--- src/rtl/scdaq_readout_sequencer.sv ---
// scdaq_readout_sequencer: walks one SCDAQ frame sample by sample and buffers
// the samples in a small shift-register FIFO whose head drives the outputs directly.
module scdaq_readout_sequencer #(
    parameter int NSAMPLES     = 128,
    parameter int PRECISION    = 14,
    parameter int RDO_ADD_BLEN = 7,
    parameter int FIFO_DEPTH   = 4,
    parameter int TIMEOUT      = 255
) (
    input  logic                    Clock,
    input  logic                    Reset,
    input  logic                    Start,
    output logic                    Busy,
    output logic [RDO_ADD_BLEN-1:0] RDO_Add,
    output logic                    RDO_Req,
    input  logic                    RDO_Ack,
    input  logic [PRECISION-1:0]    RDO_Q,
    output logic                    RDO_Done,
    output logic [PRECISION-1:0]    Out_Data,
    output logic                    Out_Valid,
    input  logic                    Out_Ready,
    output logic                    Out_Last,
    output logic                    Error,
    output logic                    Start_Dropped,
    output logic [15:0]             Frame_Count
);
    localparam int CW = $clog2(FIFO_DEPTH + 1);
    localparam int TW = $clog2(TIMEOUT + 1);
    localparam logic [RDO_ADD_BLEN-1:0] LAST_ADDR = RDO_ADD_BLEN'(NSAMPLES - 1);

    typedef enum logic [2:0] {IDLE, REQ, GAP, DRAIN, DONE} state_t;

    state_t                  state_q, state_d;
    logic [RDO_ADD_BLEN-1:0] addr_q, addr_d;
    logic [CW-1:0]           count_q, count_d, wr_idx;
    logic [TW-1:0]           to_q, to_d;
    logic [PRECISION:0]      fifo_q [FIFO_DEPTH];
    logic [PRECISION:0]      fifo_d [FIFO_DEPTH];
    logic [15:0]             fc_q, fc_d;
    logic                    req_q, req_d, valid_q, valid_d, busy_q, busy_d;
    logic                    done_q, done_d, err_q, err_d, drop_q, drop_d;
    logic                    push, pop, hit;

    always_comb begin
        push    = req_q && RDO_Ack;
        pop     = valid_q && Out_Ready;
        hit     = req_q && !RDO_Ack && to_q == TW'(TIMEOUT - 1);
        state_d = state_q;
        addr_d  = addr_q;
        fc_d    = fc_q;
        done_d  = 1'b0;
        err_d   = hit;
        drop_d  = Start && state_q != IDLE;
        // the wait counter only advances while a request is actually outstanding
        to_d    = (state_q != REQ || push || hit) ? '0 : to_q + TW'(req_q);
        case (state_q)
            IDLE: begin
                state_d = Start ? REQ : IDLE;
                addr_d  = Start ? '0 : addr_q;
            end
            REQ: begin
                if (hit) begin
                    state_d = IDLE;
                    done_d  = 1'b1;
                end else if (push) begin
                    state_d = addr_q == LAST_ADDR ? DRAIN : GAP;
                    addr_d  = addr_q == LAST_ADDR ? addr_q : addr_q + 1'b1;
                end
            end
            GAP: state_d = REQ;
            DRAIN: begin
                state_d = count_q == '0 ? DONE : DRAIN;
                done_d  = count_q == '0;
                fc_d    = count_q == '0 ? fc_q + 16'd1 : fc_q;
            end
            DONE:    state_d = IDLE;
            default: state_d = IDLE;
        endcase
        // head lives in entry 0; vacated slots are zero-filled so a stale last tag never surfaces
        wr_idx = count_q - CW'(pop);
        for (int i = 0; i < FIFO_DEPTH; i++) fifo_d[i] = fifo_q[i];
        if (pop) begin
            for (int i = 0; i < FIFO_DEPTH - 1; i++) fifo_d[i] = fifo_q[i + 1];
            fifo_d[FIFO_DEPTH - 1] = '0;
        end
        for (int i = 0; i < FIFO_DEPTH; i++)
            if (push && wr_idx == CW'(i)) fifo_d[i] = {RDO_Q, addr_q == LAST_ADDR};
        count_d = count_q + CW'(push) - CW'(pop);
        if (hit) begin
            count_d = '0;
            for (int i = 0; i < FIFO_DEPTH; i++) fifo_d[i] = '0;
        end
        req_d   = state_d == REQ && count_d < CW'(FIFO_DEPTH);
        valid_d = count_d != '0;
        busy_d  = state_d != IDLE;
    end

    always_ff @(posedge Clock) begin
        if (Reset) begin
            state_q <= IDLE;
            addr_q  <= '0;
            count_q <= '0;
            to_q    <= '0;
            fc_q    <= '0;
            req_q   <= 1'b0;
            valid_q <= 1'b0;
            busy_q  <= 1'b0;
            done_q  <= 1'b0;
            err_q   <= 1'b0;
            drop_q  <= 1'b0;
            for (int i = 0; i < FIFO_DEPTH; i++) fifo_q[i] <= '0;
        end else begin
            state_q <= state_d;
            addr_q  <= addr_d;
            count_q <= count_d;
            to_q    <= to_d;
            fc_q    <= fc_d;
            req_q   <= req_d;
            valid_q <= valid_d;
            busy_q  <= busy_d;
            done_q  <= done_d;
            err_q   <= err_d;
            drop_q  <= drop_d;
            for (int i = 0; i < FIFO_DEPTH; i++) fifo_q[i] <= fifo_d[i];
        end
    end

    assign Busy          = busy_q;
    assign RDO_Add       = addr_q;
    assign RDO_Req       = req_q;
    assign RDO_Done      = done_q;
    assign Out_Data      = fifo_q[0][PRECISION:1];
    assign Out_Last      = fifo_q[0][0];
    assign Out_Valid     = valid_q;
    assign Error         = err_q;
    assign Start_Dropped = drop_q;
    assign Frame_Count   = fc_q;
endmodule

--- config.mk ---
export PLATFORM = sky130hd
export DESIGN_NAME = scdaq_readout_sequencer
export DESIGN_NICKNAME = d
export VERILOG_FILES = /design/src/rtl/scdaq_readout_sequencer.sv
export SDC_FILE = /design/constraint.sdc
export NUM_CORES = 1
export LEC_CHECK = 0
export BUFFER_PORTS_ARGS = -buffer_cell sky130_fd_sc_hd__buf_2
export CAP_MARGIN = 20
export CELL_PAD_IN_SITES_DETAIL_PLACEMENT = 1
export CELL_PAD_IN_SITES_GLOBAL_PLACEMENT = 2
export CORE_MARGIN = 8
export CORE_UTILIZATION = 34
export DETAILED_ROUTE_END_ITERATION = 6
export HOLD_SLACK_MARGIN = 0.03
export PLACE_DENSITY = 0.87
export SLEW_MARGIN = 5
export SYNTH_ARGS = -nofsm -noshare
export SYNTH_HDL_FRONTEND = slang
export SYNTH_SLANG_ARGS = --single-unit
--- constraint.sdc ---
create_clock -name Clock -period 3.13 [get_ports Clock]
set_input_delay 0.626 -clock Clock [delete_from_list [all_inputs] [get_ports Clock]]
set_output_delay 0.626 -clock Clock [all_outputs]
set_load 0.05 [all_outputs]
== Yosys cells after proc, flatten, opt, wreduce, memory -nomap -nowiden ==
Memories as Yosys holds them, arrays and structs flattened.
Cells that the tools add are included.
Word-level totals
  word-level logic and storage cells: 87
  flip-flop bits (word level): 43
  output and inout bits: 44
  memory bits (writable): 60
  bits of input ports: 19
  memories kept: 1
Cells by class
  $lt $le $gt $ge: 1
  reduce and logical (&&, ||, !) cells: 23
  equality and inequality tests: 14
  $add $sub $neg: 6
  muxes and demuxes: 27
  bitwise gates (word level): 4
Memory list
  fifo_q: words 4, width 15, rd ports 4, clocked after Yosys merged registers in 0, wr ports 4, RTL line 37  | logic [PRECISION:0] fifo_q [FIFO_DEPTH];
Operator list (count)
  two-way mux 15 bit: 8
  two-way mux 60 bit: 2
  two-way mux 7 bit: 4
  adder 16 x 1 -> 16 bit, second input constant: 1
  case mux 7 bit (2 select lines): 1
  equality test 3 x 2 -> 1 bit, second input constant: 4
  two-way mux 3 bit: 4
  case mux 3 bit (4 select lines): 1
  logical AND 1 bit: 10
  equality test 3 x 1 -> 1 bit, second input constant: 3
  logical NOT 3 bit: 3
  nonzero test 3 bit: 3
  adder 8 x 1 -> 8 bit: 1
  equality test 8 bit, second input constant: 1
  inequality test 2 bit, second input constant: 4
  adder 7 x 1 -> 7 bit, second input constant: 1
  equality test 7 bit, second input constant: 1
  two-way mux 1 bit: 6
  subtractor 3 x 1 -> 3 bit: 2
  AND reduction 5 bit: 1
  bitwise OR 1 bit: 4
  adder 3 x 1 -> 3 bit: 1
  < comparator 3 bit, second input constant: 1
  inequality test 3 x 1 -> 1 bit, second input constant: 1
  6 further kinds: 7

== Longest topological paths before layout ==
Gate-level depths: netlist of the first run.
  word-level depth: 7
  mapped depth: 12
  gate-level depth less buffers: 11

== Worst setup path before layout of the first run ==
No wires, ideal clock.
  path type: register -> register
  start: reg valid_q (netlist: Out_Valid)
  end: mem fifo_q[0][52] in the netlist's numbering
  stages on the path, launching flop included: 12
  slack: 68 ps
  data arrival time: 2930 ps
  period minus slack after synthesis: 3062 ps
  setup time: 132 ps
  path through: dfxtp_1 -> nand2_1 -> inv_2 -> buf_1 -> ha_1 -> ha_1 -> xnor2_1 -> or4b_2 -> clkbuf_1 -> clkbuf_1 -> nand3_1 -> a21oi_1
RTL lines
  start: declaration: RTL line 40  | logic req_q, req_d, valid_q, valid_d, busy_q, busy_d;
  start signal: assignment: RTL line 119  | valid_q <= valid_d;
  end: declaration: RTL line 37

== Worst setup path after layout of the first run ==
  start: reg state_q[1]
  end: reg fc_q[15] (netlist: Frame_Count[15])
Between the ends
  word-level cells in the longest chain between the ends: 2
Ends and longest elaborated chain
  start: declaration: RTL line 33  | state_t state_q, state_d;
  start signal: assignment: RTL line 113  | state_q <= state_d;
  equality test 3 x 2 -> 1 bit: RTL line 56  | case (state_q)
  AND reduction 2 bit (no line)
  end signal: assignment: RTL line 104  | fc_q <= '0;
  end signal: assignment: RTL line 117  | fc_q <= fc_d;
  end: declaration: RTL line 39  | logic [15:0] fc_q, fc_d;
No other way between the ends.
A chain may end at the register's enable or synchronous reset.

==> run_results.csv, run 1 <==
group,metric,value,unit
setup_path,critical_path_depth,4,
sta,finalMaxSlewViolations,0,
sta,setup_viol,0,
die,num_rows,42,
sta,max_slew_margin,54.5,%
clocking,cts_max_level,3,
sta,whs,471,ps
synthesis,synthArstFlopShare,0,%
synthesis,yosysTopAreaCellShare,45.3,%
power_and_ir_drop,powerDensity,644,nW/µm²
setup_path,startpoint_type,"flip-flop",
global_routing,antenna_found_initial,0,
setup_path,crit_buf_inv,0,
placement,dp.cells,757,
synthesis,synth_top_area_cell,"dfxtp_1",
synthesis,netlist_instances,562,
drt,wl_per_cell,15.8,µm
clocking,ctsResizeCount,0,
finish,area_growth,14.1,%
synthesis,yosysSeqAreaShare,45.3,%
worst_hold_path,hold_path.class,"flip-flop to flip-flop",
synthesis,ys.flop_type,"dfxtp_1",
sta,tns,0,ps
synthesis,synth_edf_count,0,
drt,routed_wirelength,12200,µm
die,boundaryPins,63,
setup_path,critPathKind,"flip-flop to flip-flop",
synthesis,synth_area,4550,µm²
die,core-area,13100,µm²
power_and_ir_drop,p_leak,1.87,nW
synthesis,synth.distinct_cells,46,
sta,finClkSkew,8.53,ps
synthesis,synthesis.nets,590,
synthesis,ys_seq_elements,103,
setup_path,crit_path_max_incr_delay,720,ps
drt,firstDrtPassIters,4,
finish,antennaDiodeCount,0,
synthesis,synth_area_leaders,"dfxtp_1 (45%), nand2_1 (9.5%), a311oi_1 (8.7%)",
clocking,root_buffer,"clkbuf_16",
die,die_x,132,µm
setup_path,worstPathArrival,2840,ps
die,die_y,132,µm
setup_path,crit_required,3410,ps
clocking,clkTransAtPathRegs,70,ps
worst_hold_path,whs_path_depth,2,
placement,io_buffers,62,
drt,vias,4082,
global_routing,grtUsageTotal,14.2,%
sta,finalHoldViolCount,0,
flow_run,maxCapViolCount,0,
die,die_area,17300,µm²
sta,rsz0062_at_grt,"false",
synthesis,synth.most_common_cell,"nand2_1",
setup_path,ff2ff_path_depth,4,
setup_path,critical_path.cell_chain,"or4b_1 > or4_1 > or4_1 > a21oi_1",
finish,drive_above_1_share,15.6,%
synthesis,syn_avg_cell_area,8.10,µm²
synthesis,synthTopCellsByCount,"nand2_1 (115), dfxtp_1 (103), nor2_1 (75), a311oi_1 (45), clkbuf_1 (30)",
drt,drt_iter0_markers,160,
sta,worst_pin_slew,673,ps
synthesis,yosys_warnings,0,
drt,antenna_left,0,
setup_path,endpoint_kind,"flip-flop",
placement,gp_congestion,0.746,
setup_path,crit_path_top_delay_cell,"or4_1",
global_routing,grt_pass1_wl,20900,µm
global_routing,gr-total-overflow,0,
finish,fin_nets,620,
global_routing,grt_max_degree,65,
sta,period_share,81.9,%
setup_path,crit_path_frequent_cell,"or4_1",
setup_path,crit_family,"simple AND/OR/NAND/NOR gates",
clocking,clock_path_buffers,2,
die,start_util,34.6,%
global_routing,grt_pass1_vias,4297,
clocking,cts_sinks,103,
placement,dpl.hpwl,8270,µm
clocking,post_cts_buffers,0,
drt,drc,0,
clocking,holdBufCountCts,0,
clocking,cts_buffers,9,
status,outcome,"complete, no violations",
drt,avgViaCountPerCell,5.28,
sta,max_freq,0.390,GHz
sta,min_period,2560,ps
clocking,cts_tree,"yes",
finish,finalNonFillerCells,773,
setup_path,cp_max_fo,9,
power_and_ir_drop,peakVddDrop,0.234,mV
clocking,clock_latency,350,ps
==> worst paths after layout <==
path	from	end	slack (ps)
setup / recovery	state_q[1]$_SDFF_PP0_	Frame_Count[15]$_SDFFE_PP0P_	570
hold / removal	fifo_q[0][58]$_SDFFE_PP0P_	fifo_q[0][58]$_SDFFE_PP0P_	470
setup reg to reg	state_q[1]$_SDFF_PP0_	Frame_Count[15]$_SDFFE_PP0P_	570
hold reg to reg	fifo_q[0][58]$_SDFFE_PP0P_	fifo_q[0][58]$_SDFFE_PP0P_	470
==> worst min-delay path, delay by kind of cell, from the launching register on <==
kind / cells / cell delay (ps)
compound gates: 1 / 60
simple gates: 1 / 60
flops: 1 / 310
==> cells in the final DEF, fill, tap and decap left out, types with 2 or more instances in the layout <==
cell type,instances
a211oi_1,2
nor2_1,75
or3_1,5
nor3_1,5
or4_1,6
nand4b_1,3
nand2b_1,4
buf_2,62
buf_4,7
clkinvlp_4,3
nor4_1,2
nand3_1,27
o31ai_1,5
nor3b_1,2
nand4_1,8
nand2_1,114
inv_1,17
a311oi_1,45
o21ai_0,7
or2_2,2
xor2_1,10
a21oi_1,28
ha_1,8
clkbuf_16,9
o2111ai_1,2
dfxtp_1,103
xnor2_1,9
clkbuf_1,2
==> stage by stage <==
stage | utilization [%] | worst slack, ps | area [µm²] | power, mW
floorplan | - | 67.9 | 4550 | 2.13
global placement | 37.4 | 445 | 4920 | 2.29
detailed placement | 37.4 | 346 | 4920 | 2.33
CTS | 39.5 | 569 | 5190 | 3.39
global route | 39.5 | 476 | 5190 | 3.51
finish | 39.5 | 567 | 5190 | 3.34
==> registers in the layout, indices dropped and copies added, names as in the netlist <==
| signal | count |
|---|---|
| Busy | 1 |
| Error | 1 |
| Frame_Count | 16 |
| Out_Valid | 1 |
| RDO_Add | 7 |
| RDO_Done | 1 |
| RDO_Req | 1 |
| Start_Dropped | 1 |
| count_q | 3 |
| fifo_q | 60 |
| state_q | 3 |
| to_q | 8 |
==> final cells by class <==
cell class	count	area, µm²
Fill cell	1612	7940
Multi-Input combinational cell	390	2180
Sequential cell	103	2060
Timing Repair Buffer	70	383
Clock buffer	12	246
Tap cell	176	220
Inverter	18	67.6
Clock inverter	4	31.3
==> per-layer routing <==
metal	up-vias	part of all wire (%)	GRT usage (%)
met1	2005	47	17.2
met3	17	2.9	2.93
met2	63	48	24.2
met5	-	0	0
met4	0	1.7	5.81
li1	1997	-	-
==> power by group <==
| part | internal (mW) | switching, mW | total, mW | leakage (nW) |
|---|---|---|---|---|
| combinational | 0.224 | 0.561 | 0.785 | 0.909 |
| sequential | 1.42 | 0.0854 | 1.50 | 0.832 |
| clock | 0.563 | 0.495 | 1.06 | 0.125 |
==> cells by family (layout without fill, tap and decap cells) <==
logic type	count (synthesis)	in the layout	share of synthesized area [%]
AO/OA/AOI/OAI	97	97	15.5
XOR/XNOR	19	19	3.66
adder cells (fa/ha/maj)	9	9	2.64
buffers and inverters	69	104	6.98
flip-flops	103	103	45.3
AND/OR/NAND/NOR	265	265	25.9
Note: power is estimated with default switching activity, not from simulation.
==> run 2, diff against run 1 <==
--- a/config.mk
+++ b/config.mk
@@ -5,15 +5,16 @@
 export SDC_FILE = /design/constraint.sdc
 export NUM_CORES = 1
 export LEC_CHECK = 0
+export ABC_AREA = 1
 export BUFFER_PORTS_ARGS = -buffer_cell sky130_fd_sc_hd__buf_2
 export CAP_MARGIN = 20
 export CELL_PAD_IN_SITES_DETAIL_PLACEMENT = 1
 export CELL_PAD_IN_SITES_GLOBAL_PLACEMENT = 2
 export CORE_MARGIN = 8
-export CORE_UTILIZATION = 34
+export CORE_UTILIZATION = 32
 export DETAILED_ROUTE_END_ITERATION = 6
 export HOLD_SLACK_MARGIN = 0.03
-export PLACE_DENSITY = 0.87
+export PLACE_DENSITY = 0.86
 export SLEW_MARGIN = 5
 export SYNTH_ARGS = -nofsm -noshare
 export SYNTH_HDL_FRONTEND = slang
==> constraint.sdc (replaced) <==
create_clock -name Clock -period 2.5 [get_ports Clock]
set_input_delay 0.5 -clock Clock [delete_from_list [all_inputs] [get_ports Clock]]
set_output_delay 0.5 -clock Clock [all_outputs]
set_load 0.05 [all_outputs]
==> run_results.csv, run 2 <==
group,metric,value,unit
global_routing,antenna_found_initial,0,
power_and_ir_drop,p_leak,2.35,nW
sta,tns,0,ps
clocking,clock_path_buffers,2,
placement,gp_congestion,0.841,
clocking,cts_max_level,3,
synthesis,synthTopCellsByCount,"nand2_1 (176), nor2_1 (108), dfxtp_1 (103), nand3_1 (92), inv_1 (66)",
power_and_ir_drop,peakVddDrop,0.376,mV
finish,post-route-util,37.4,%
synthesis,syn_avg_cell_area,6.84,µm²
clocking,cts_buffers,9,
clocking,post_cts_buffers,0,
power_and_ir_drop,internal_power,2.84,mW
setup_path,worstPathArrival,2250,ps
sta,worst_pin_slew,748,ps
die,die_area,19900,µm²
setup_path,ff2ff_path_depth,8,
synthesis,yosysTopAreaCellShare,41.1,%
placement,placed_area,5410,µm²
sta,max_freq,0.494,GHz
synthesis,synth_area_leaders,"dfxtp_1 (41%), nand2_1 (13%), nand3_1 (9.2%)",
flow_run,maxCapViolCount,0,
global_routing,grt_max_degree,75,
sta,period_share,81.0,%
sta,min_period,2020,ps
die,core-area,15300,µm²
sta,finalHoldViolCount,0,
clocking,root_buffer,"clkbuf_16",
die,die_y,141,µm
setup_path,startpoint_type,"flip-flop",
die,num_rows,45,
synthesis,synthesis.nets,761,
setup_path,endpoint_kind,"flip-flop",
synthesis,synth_top_area_cell,"dfxtp_1",
clocking,cts_tree,"yes",
setup_path,crit_end,"fifo_q[0][47]$_SDFFE_PP0P_",
power_and_ir_drop,seq_power_share,41.7,%
setup_path,r2r-start,"Out_Valid$_SDFF_PP0_",
synthesis,ys_seq_elements,103,
synthesis,synthArstFlopShare,0,%
power_and_ir_drop,combPwrFrac,26.0,%
synthesis,synth.most_common_cell,"nand2_1",
synthesis,synth_edf_count,0,
finish,fill_cells,1956,
sta,whs,393,ps
setup_path,critPathKind,"flip-flop to flip-flop",
die,start_util,32.8,%
drt,firstDrtPassIters,4,
status,outcome,"complete, no violations",
clocking,clkTransAtPathRegs,70,ps
synthesis,yosysSeqAreaShare,41.1,%
synthesis,ys.flop_type,"dfxtp_1",
clocking,ctsResizeCount,0,
synthesis,synth_area,5010,µm²
synthesis,netlist_instances,733,
finish,area_growth,13.7,%
die,die_x,141,µm
sta,max_slew_margin,50.1,%
drt,routed_wirelength,13800,µm
finish,final-seq-area,2060,µm²
finish,top_register,"fifo_q",
drt,vias,4750,
setup_path,crit_start,"Out_Valid$_SDFF_PP0_",
setup_path,reg2reg_to,"fifo_q[0][47]$_SDFFE_PP0P_",
power_and_ir_drop,sw_frac_of_total,35.7,%
drt,drc,0,
drt,avgViaCountPerCell,4.81,
drt,wl_per_cell,13.9,µm
die,boundaryPins,63,
placement,io_buffers,62,
sta,setup_viol,0,
global_routing,grt_pass1_wl,24000,µm
setup_path,cp_max_fo,15,
sta,rsz0062_at_grt,"false",
global_routing,grt_pass1_vias,5020,
sta,timing.final.ws_setup,475,ps
placement,dpl.hpwl,9900,µm
sta,finClkSkew,6.52,ps
global_routing,gr-total-overflow,0,
power_and_ir_drop,p_clk_share,32.2,%
power_and_ir_drop,powerDensity,774,nW/µm²
clocking,cts_sinks,103,
setup_path,crit_required,2720,ps
finish,mostFrequentLayoutCells,"nand2_1 (175), nor2_1 (108), dfxtp_1 (102)",
finish,fin_nets,799,
sta,finalMaxSlewViolations,0,
drt,drt_iter0_markers,200,
power_and_ir_drop,p_sw,1.57,mW
synthesis,synth.distinct_cells,34,
clocking,holdBufCountCts,0,
global_routing,grtUsageTotal,14.5,%
finish,largest_reg_flops,60,
clocking,clock_latency,360,ps
drt,antenna_left,0,
synthesis,yosys_warnings,0,
finish,drive_above_1_share,13.9,%
finish,final_area,5700,µm²
setup_path,rrSetupSlack,480,ps
finish,antennaDiodeCount,0,
placement,dp_slack,155,ps
finish,final_common_cell,"nand2_1",
finish,multi_input_area,2420,µm²
worst_hold_path,hold_path.class,"input pin to flip-flop",
-- run 2: cell types whose count changed in the layout (fill, tap and decap cells not counted), moves of 6 or more --
cell / before / now
a21oi_1: 28 / 37
a311oi_1: 45 / 0
a31oi_1: 1 / 15
inv_1: 17 / 66
nand2_1: 114 / 175
nand3_1: 27 / 92
nor2_1: 75 / 108
o21ai_0: 7 / 39
or4_1: 6 / 0
xnor2_1: 9 / 3
xor2_1: 10 / 4
-- run 2: power by group through the flow --
stage	sequential, mW	clock [mW]	combinational [mW]
5_1_grt	1.86	1.54	1.28
2_1_floorplan	1.95	0	0.850
4_1_cts	1.84	1.48	1.17
6_report	1.84	1.42	1.15
3_5_place_dp	1.88	0	1.16
3_3_place_gp	1.88	0	1.13
-- run 2: area by class of cell --
class / count / share of cell area, %
clock inverters: 5 / 0.988
repair buffers: 74 / 7.03
inverters: 71 / 4.68
flip-flops and latches: 103 / 36.2
multi-input cells: 512 / 42.4
well taps: 211 / 4.63
clock buffers: 11 / 4.08
-- run 2: worst min path at each step --
stage / cells past startpoint / slack, ps / to / from
6_report: 3 / 390 / Start_Dropped$_SDFF_PP0_ / Start
5_1_grt: 3 / 390 / Start_Dropped$_SDFF_PP0_ / Start
4_1_cts: 3 / 380 / Start_Dropped$_SDFF_PP0_ / Start
3_5_place_dp: 2 / 480 / fifo_q[0][49]$_SDFFE_PP0P_ / fifo_q[0][49]$_SDFFE_PP0P_
3_3_place_gp: 2 / 470 / fifo_q[0][50]$_SDFFE_PP0P_ / fifo_q[0][50]$_SDFFE_PP0P_
2_1_floorplan: 2 / 460 / fifo_q[0][49]$_SDFFE_PP0P_ / fifo_q[0][49]$_SDFFE_PP0P_
-- run 2: critical path, cell delays in order (launching register included) --
cell     delay, ps
dfxtp_2        320
nand2_2         60
inv_1           60
ha_1           180
ha_1           370
nor3_4         200
nand2_1        400
nand3_1        210
a21oi_1         90
-- run 2: cells by family (layout without fill, tap and decap cells) --
group / after synthesis / in the layout / share of synthesized area, %
simple gates: 400 / 400 / 34.3
buf+inv: 118 / 161 / 10.7
flops: 103 / 103 / 41.1
compound gates: 96 / 96 / 10.2
fa+ha+maj: 9 / 9 / 2.40
xor+xnor: 7 / 7 / 1.22
-- run 2: routing by layer --
| metal | share of wire [%] | global-route usage [%] | vias to the layer above |
|---|---|---|---|
| met2 | 47 | 25.1 | 66 |
| met3 | 4.5 | 4.05 | 12 |
| met1 | 47 | 17.0 | 2249 |
| met4 | 1.3 | 4.58 | 0 |
| li1 | - | - | 2423 |
| met5 | 0 | 0 | - |
-- run 2: through the flow --
step | total power, mW | instances
floorplan | 2.80 | 733
global placement | 3.01 | 971
detailed placement | 3.05 | 971
CTS | 4.49 | 987
global route | 4.68 | 987
finish | 4.41 | 987
